===== src/rtl/fsqrt_bist_if.sv =====
// fsqrt_bist_if: operand/result link between the self-test driver and fsqrt.
// The master drives op1 and samples result when ready is high.
interface fsqrt_bist_if;
    logic [31:0] op1;
    logic [31:0] result;
    logic        ready;

    modport master (
        output op1,
        input  result,
        input  ready
    );

    modport slave (
        input  op1,
        output result,
        output ready
    );
endinterface


===== src/rtl/fsqrt_bist.sv =====
// fsqrt_bist: on-chip driver/checker for fsqrt.
// Feeds random positive normal operands and checks result^2 ~= op1.
module fsqrt_bist #(
    parameter int          N_VECTORS = 1000,
    parameter int          LATENCY   = 3,
    parameter int          TIMEOUT   = 16,
    parameter int          TOL_ULP   = 2,
    parameter logic [31:0] SEED      = 32'h1,
    parameter logic [31:0] FORCE_OP  = 32'h0
) (
    input  logic                clk,
    input  logic                reset,
    input  logic                start,
    fsqrt_bist_if.master        fs,
    output logic                busy,
    output logic                done,
    output logic                pass,
    output logic [15:0]         err_count,
    output logic                timeout,
    output logic [31:0]         fail_op
);

    typedef enum logic [2:0] {IDLE, GEN, WAIT, CHECK, DONE} state_t;

    localparam logic [31:0] LFSR_MASK = 32'h80200003;
    localparam logic [31:0] SEED_EFF  = (SEED == 32'h0) ? 32'h1 : SEED;
    localparam logic [15:0] W_RDY     = 16'(LATENCY - 1);
    localparam logic [15:0] W_TMO     = 16'(LATENCY - 1 + TIMEOUT);
    localparam logic [15:0] N_VEC     = 16'(N_VECTORS);
    localparam logic [49:0] TOL_D     = 50'(TOL_ULP) << 25;

    state_t      state_q, state_d;
    logic [31:0] lfsr_q, lfsr_d;
    logic [31:0] op1_q, op1_d;
    logic [31:0] res_q, res_d;
    logic [31:0] fail_op_q, fail_op_d;
    logic [15:0] wcnt_q, wcnt_d;
    logic [15:0] vec_q, vec_d;
    logic [15:0] err_q, err_d;
    logic        tmo_q, tmo_d;
    logic        timeout_q, timeout_d;
    logic        done_q, done_d;
    logic        pass_q, pass_d;
    logic        busy_q, busy_d;

    logic [31:0] lfsr_nx;
    logic [31:0] cand;
    logic        cand_ok;

    always_comb begin
        lfsr_nx = lfsr_q[0] ? ((lfsr_q >> 1) ^ LFSR_MASK) : (lfsr_q >> 1);
        // A nonzero FORCE_OP pins every candidate to one operand.
        cand    = (FORCE_OP != 32'h0) ? FORCE_OP : {1'b0, lfsr_q[30:0]};
        cand_ok = (cand[30:23] != 8'h00) && (cand[30:23] != 8'hFF);
    end

    logic signed [9:0] e_un;
    logic signed [9:0] e_half;
    logic [7:0]        ee;
    logic [24:0]       x_m;
    logic [24:0]       r_m;
    logic              r_ok;
    logic [49:0]       rr;
    logic [49:0]       xx;
    logic [49:0]       diff;
    logic              vec_ok;

    // Compare R^2 with the operand significand, both with 46 fraction bits.
    always_comb begin
        e_un   = $signed({2'b00, op1_q[30:23]}) - 10'sd127;
        e_half = e_un >>> 1;
        ee     = 8'(e_half + 10'sd127);
        x_m    = {2'b01, op1_q[22:0]} << e_un[0];
        r_ok   = 1'b1;
        r_m    = {2'b01, res_q[22:0]};
        if (res_q[31]) begin
            r_ok = 1'b0;
        end else if (res_q[30:23] == ee) begin
            r_m = {2'b01, res_q[22:0]};
        end else if ((res_q[30:23] == ee + 8'd1) && (res_q[22:0] == 23'd0)) begin
            r_m = 25'h1000000;
        end else begin
            r_ok = 1'b0;
        end
        rr     = 50'(r_m) * 50'(r_m);
        xx     = {2'b00, x_m, 23'd0};
        diff   = (rr >= xx) ? (rr - xx) : (xx - rr);
        vec_ok = r_ok && !tmo_q && (diff <= TOL_D);
    end

    always_comb begin
        state_d   = state_q;
        lfsr_d    = lfsr_q;
        op1_d     = op1_q;
        res_d     = res_q;
        fail_op_d = fail_op_q;
        wcnt_d    = wcnt_q;
        vec_d     = vec_q;
        err_d     = err_q;
        tmo_d     = tmo_q;
        timeout_d = timeout_q;
        done_d    = done_q;
        pass_d    = pass_q;
        unique case (state_q)
            IDLE, DONE: begin
                if (start) begin
                    state_d   = GEN;
                    lfsr_d    = SEED_EFF;
                    vec_d     = 16'd0;
                    err_d     = 16'd0;
                    timeout_d = 1'b0;
                    fail_op_d = 32'd0;
                    done_d    = 1'b0;
                    pass_d    = 1'b0;
                end
            end
            GEN: begin
                lfsr_d = lfsr_nx;
                if (cand_ok) begin
                    op1_d   = cand;
                    wcnt_d  = 16'd0;
                    tmo_d   = 1'b0;
                    state_d = WAIT;
                end
            end
            WAIT: begin
                if ((wcnt_q == W_RDY) && fs.ready) begin
                    res_d   = fs.result;
                    state_d = CHECK;
                end else if (wcnt_q >= W_TMO) begin
                    tmo_d     = 1'b1;
                    timeout_d = 1'b1;
                    state_d   = CHECK;
                end else begin
                    wcnt_d = wcnt_q + 16'd1;
                end
            end
            CHECK: begin
                vec_d = vec_q + 16'd1;
                if (!vec_ok) begin
                    if (err_q != 16'hFFFF) begin
                        err_d = err_q + 16'd1;
                    end
                    if (err_q == 16'd0) begin
                        fail_op_d = op1_q;
                    end
                end
                if (vec_d == N_VEC) begin
                    state_d = DONE;
                    done_d  = 1'b1;
                    pass_d  = (err_d == 16'd0);
                end else begin
                    state_d = GEN;
                end
            end
            default: state_d = IDLE;
        endcase
        busy_d = (state_d == GEN) || (state_d == WAIT) || (state_d == CHECK);
    end

    always_ff @(posedge clk or negedge reset) begin
        if (!reset) begin
            state_q   <= IDLE;
            lfsr_q    <= SEED_EFF;
            op1_q     <= 32'd0;
            res_q     <= 32'd0;
            fail_op_q <= 32'd0;
            wcnt_q    <= 16'd0;
            vec_q     <= 16'd0;
            err_q     <= 16'd0;
            tmo_q     <= 1'b0;
            timeout_q <= 1'b0;
            done_q    <= 1'b0;
            pass_q    <= 1'b0;
            busy_q    <= 1'b0;
        end else begin
            state_q   <= state_d;
            lfsr_q    <= lfsr_d;
            op1_q     <= op1_d;
            res_q     <= res_d;
            fail_op_q <= fail_op_d;
            wcnt_q    <= wcnt_d;
            vec_q     <= vec_d;
            err_q     <= err_d;
            tmo_q     <= tmo_d;
            timeout_q <= timeout_d;
            done_q    <= done_d;
            pass_q    <= pass_d;
            busy_q    <= busy_d;
        end
    end

    assign fs.op1    = op1_q;
    assign busy      = busy_q;
    assign done      = done_q;
    assign pass      = pass_q;
    assign err_count = err_q;
    assign timeout   = timeout_q;
    assign fail_op   = fail_op_q;

endmodule


===== src/flat_wrapper.sv =====
// flat-port wrapper written by rule: the top's interface ports become plain ports
module fsqrt_bist_flat 
#(
    parameter int          N_VECTORS = 1000,
    parameter int          LATENCY   = 3,
    parameter int          TIMEOUT   = 16,
    parameter int          TOL_ULP   = 2,
    parameter logic [31:0] SEED      = 32'h1,
    parameter logic [31:0] FORCE_OP  = 32'h0
)
  (clk, reset, start, busy, done, pass, err_count, timeout, fail_op, fs_op1, fs_result, fs_ready);
  fsqrt_bist_if fs_i ();
  input  logic clk;
  input  logic reset;
  input  logic start;
  output logic busy;
  output logic done;
  output logic pass;
  output logic [15:0] err_count;
  output logic timeout;
  output logic [31:0] fail_op;
  output wire logic [$bits(fs_i.op1)-1:0] fs_op1;
  input wire logic [$bits(fs_i.result)-1:0] fs_result;
  input wire logic [$bits(fs_i.ready)-1:0] fs_ready;
  assign fs_op1 = fs_i.op1;
  assign fs_i.result = fs_result;
  assign fs_i.ready = fs_ready;
  fsqrt_bist #(.N_VECTORS(N_VECTORS), .LATENCY(LATENCY), .TIMEOUT(TIMEOUT), .TOL_ULP(TOL_ULP), .SEED(SEED), .FORCE_OP(FORCE_OP)) u_core (.clk(clk), .reset(reset), .start(start), .fs(fs_i), .busy(busy), .done(done), .pass(pass), .err_count(err_count), .timeout(timeout), .fail_op(fail_op));
endmodule

===== config.mk =====
export PLATFORM = sky130hd
export DESIGN_NAME = fsqrt_bist_flat
export DESIGN_NICKNAME = d
export VERILOG_FILES = /design/src/rtl/fsqrt_bist_if.sv /design/src/rtl/fsqrt_bist.sv /design/src/flat_wrapper.sv
export SDC_FILE = /design/constraint.sdc
export NUM_CORES = 2
export LEC_CHECK = 0
export CAP_MARGIN = 10
export CORE_MARGIN = 2
export CORE_UTILIZATION = 35
export DETAILED_ROUTE_END_ITERATION = 16
export GPL_ROUTABILITY_DRIVEN = 0
export PLACE_DENSITY = 0.54
export SYNTH_ARGS = -nofsm -noshare
export SYNTH_HDL_FRONTEND = slang
export SYNTH_SLANG_ARGS = --single-unit

===== constraint.sdc =====
create_clock -name clk -period 20.4 [get_ports clk]
set_input_delay 2.04 -clock clk [delete_from_list [all_inputs] [get_ports clk]]
set_output_delay 2.04 -clock clk [all_outputs]
set_load 0.02 [all_outputs]

==> impl_metrics.env <==
export IMPL_nNetsFinal=4219
export IMPL_worst_pin_slew_ps=1120
export IMPL_htreeDepth=4
export IMPL_crit_path_end_kind="flip-flop"
export IMPL_synth_area_um2=30200
export IMPL_routed_wl_um=88700
export IMPL_top_layer="met5"
export IMPL_post_cts_buffers=0
export IMPL_viasPerCell=5.16
export IMPL_hp_class="reg2reg"
export IMPL_finalSetupTns_ps=0
export IMPL_clockBufferDepth=2
export IMPL_ys_warn_count=0
export IMPL_grt_usage_pct=20.2
export IMPL_fillers=8890
export IMPL_die_area_um2=88800
export IMPL_die_width_um=298
export IMPL_grt_pass1_vias=24400
export IMPL_syn_inst=3442
export IMPL_fp_coreArea_um2=85400
export IMPL_io_pins=120
export IMPL_cap_violations=0
export IMPL_cts_clk_slew_worst_paths_ps=80
export IMPL_layout_commonest_cell="inv_1"
export IMPL_hold_viol_final=0
export IMPL_syn_area_per_cell_um2=8.78
export IMPL_required_ps=20720
export IMPL_dr_pass1_iters=9
export IMPL_min_period_over_period_pct=74.6
export IMPL_grt_max_degree=96
export IMPL_layout_common_cells="625 x inv_1, 473 x fa_1, 420 x nand2_1"
export IMPL_crit_arrival_ps=15540
export IMPL_fin_crit_ps=15210
export IMPL_setup_slack_ps=5190
export IMPL_synth_edf_count=0
export IMPL_overflow=0
export IMPL_drc_errors=0
export IMPL_detailroute_wirelength_met2_um=41500
export IMPL_cts_resized=0
export IMPL_synth_async_reset_ratio_pct=100
export IMPL_setup_viol=0
export IMPL_path_class="reg2reg"
export IMPL_drv_slew=0
export IMPL_critPathLaunchType="flip-flop"
export IMPL_drive_gt1_share_pct=3.62
export IMPL_num_vias=23900
export IMPL_crit_fanout=62
export IMPL_fmax_mhz=65.7
export IMPL_cts_root_buf="clkbuf_16"
export IMPL_cts_tree="done"
export IMPL_post_drt_wl_per_cell_um=19.2
export IMPL_ys_seq_area_share_pct=15.1
export IMPL_clock_latency_ps=470
export IMPL_max_slew_margin_rel_pct=24.7
export IMPL_ys_types=97
export IMPL_synthFlopType="dfrtp_1"
export IMPL_crit_path_top_delay_cell="dfrtp_1"
export IMPL_wl_met3_um=4700
export IMPL_grt_first_pass_wirelength_um=140000
export IMPL_place_ws_ps=5410
export IMPL_die_h_um=298
export IMPL_cts_made_buffers=17
export IMPL_antenna_left=0
export IMPL_fin_skew_ps=18.3
export IMPL_syn2layout_area_growth_pct=9.62
export IMPL_rows=107
export IMPL_hpwl_um=71300
export IMPL_rsz0062_at_grt="no"
export IMPL_wl_met1_um=40100
export IMPL_ys_ff_latch=182
export IMPL_ctsHoldBuffers=0
export IMPL_slowest_delay_ps=990
export IMPL_first_iter_violations=1665
export IMPL_portBuffers=117
export IMPL_floorplan_initialDensity_pct=35.4
export IMPL_status="finished, final reports clean"
export IMPL_cts_sinks=182
export IMPL_antenna_found_initial=2
export IMPL_crit_top_cell="fa_1"
[worst paths after layout]
kind	from	endpoint	slack, ps	depth (start not counted)
worst max-delay path	u_core.res_q[2]	u_core.fail_op[5]	5190	49
worst min-delay path	u_core.tmo_q	u_core.tmo_q	480	1
worst max register to register	u_core.res_q[2]	u_core.fail_op[5]	5190	49
worst min register to register	u_core.tmo_q	u_core.tmo_q	480	1
max in group asynchronous	reset	u_core.wcnt_q[4]	16960	3
min in group asynchronous	reset	u_core.err_count[11]	1660	1
[worst max-delay path, delay by kind of cell (launching register included)]
kind            cells  cell delay (ps)
simple gates       14             3580
fa+ha+maj           9             4370
buf+inv             4             1060
flops               1              990
compound gates     20             4410
xor+xnor            1              150
mux                 1              420
[Yosys cell counts, drive strengths merged (65+ instances only)]
| cell type | instances | area, um2 |
|---|---|---|
| nor2 | 170 | 638 |
| ha | 240 | 3000 |
| a21o | 65 | 489 |
| and2 | 97 | 607 |
| fa | 473 | 9470 |
| clkbuf | 149 | 561 |
| a21oi | 133 | 669 |
| o21ai | 160 | 801 |
| nand2 | 421 | 1580 |
| dfrtp | 181 | 4530 |
| inv | 625 | 2350 |
| xnor2 | 68 | 603 |
[cells by family after synthesis]
kind of cell             after synthesis  synth area share (%)
adder cells (fa/ha/maj)              713                  41.2
XOR/XNOR                             101                  2.98
flip-flops                           182                  15.1
AO/OA/AOI/OAI                        605                  13.2
AND/OR/NAND/NOR                      979                  15.5
buffers and inverters                809                  10.1
multiplexers                          51                  1.81
other                                  2                0.0248
[sequential cells by signal, indices dropped and copies added, names as in the netlist]
signal and cells:
u_core.tmo_q 1, u_core.timeout 1, u_core.wcnt_q 16, u_core.state_q 3, u_core.vec_q 16, u_core.pass 1
u_core.done 1, u_core.lfsr_q 32, u_core.res_q 32, u_core.fail_op 31, u_core.fs.op1 31, u_core.busy 1
u_core.err_count 16
[cell type report]
| type | count | area, um2 | share of cell area (%) |
|---|---|---|---|
| diodes | 2 | 5.00 | 0.0151 |
| clock buffers | 18 | 429 | 1.29 |
| clock inverters | 14 | 180 | 0.544 |
| inverters | 634 | 2380 | 7.18 |
| multi-input cells | 2489 | 22800 | 68.7 |
| flip-flops and latches | 182 | 4560 | 13.7 |
| well taps | 1144 | 1430 | 4.32 |
| repair buffers | 146 | 1390 | 4.20 |
[metal layers]
| layer | vias to the layer above | global-route usage [%] |
|---|---|---|
| li1 | 11200 | - |
| met1 | 12000 | 28.5 |
| met2 | 632 | 32.8 |
| met3 | 111 | 2.11 |
| met4 | 2 | 5.77 |
| met5 | - | 0 |
[metrics by stage]
step                hold WS (ps)  instances  utilization, %  instance area (um2)
floorplan                    443       3480               -                30400
global placement             458       4595            38.1                32500
detailed placement           467       4595            38.1                32500
CTS                          483       4627            38.8                33100
global route                 493       4627            38.8                33100
finish                       478       4629            38.8                33100
Power is not shown: default switching activity piles up to over one toggle a cycle in this logic, so the estimate is an artifact.
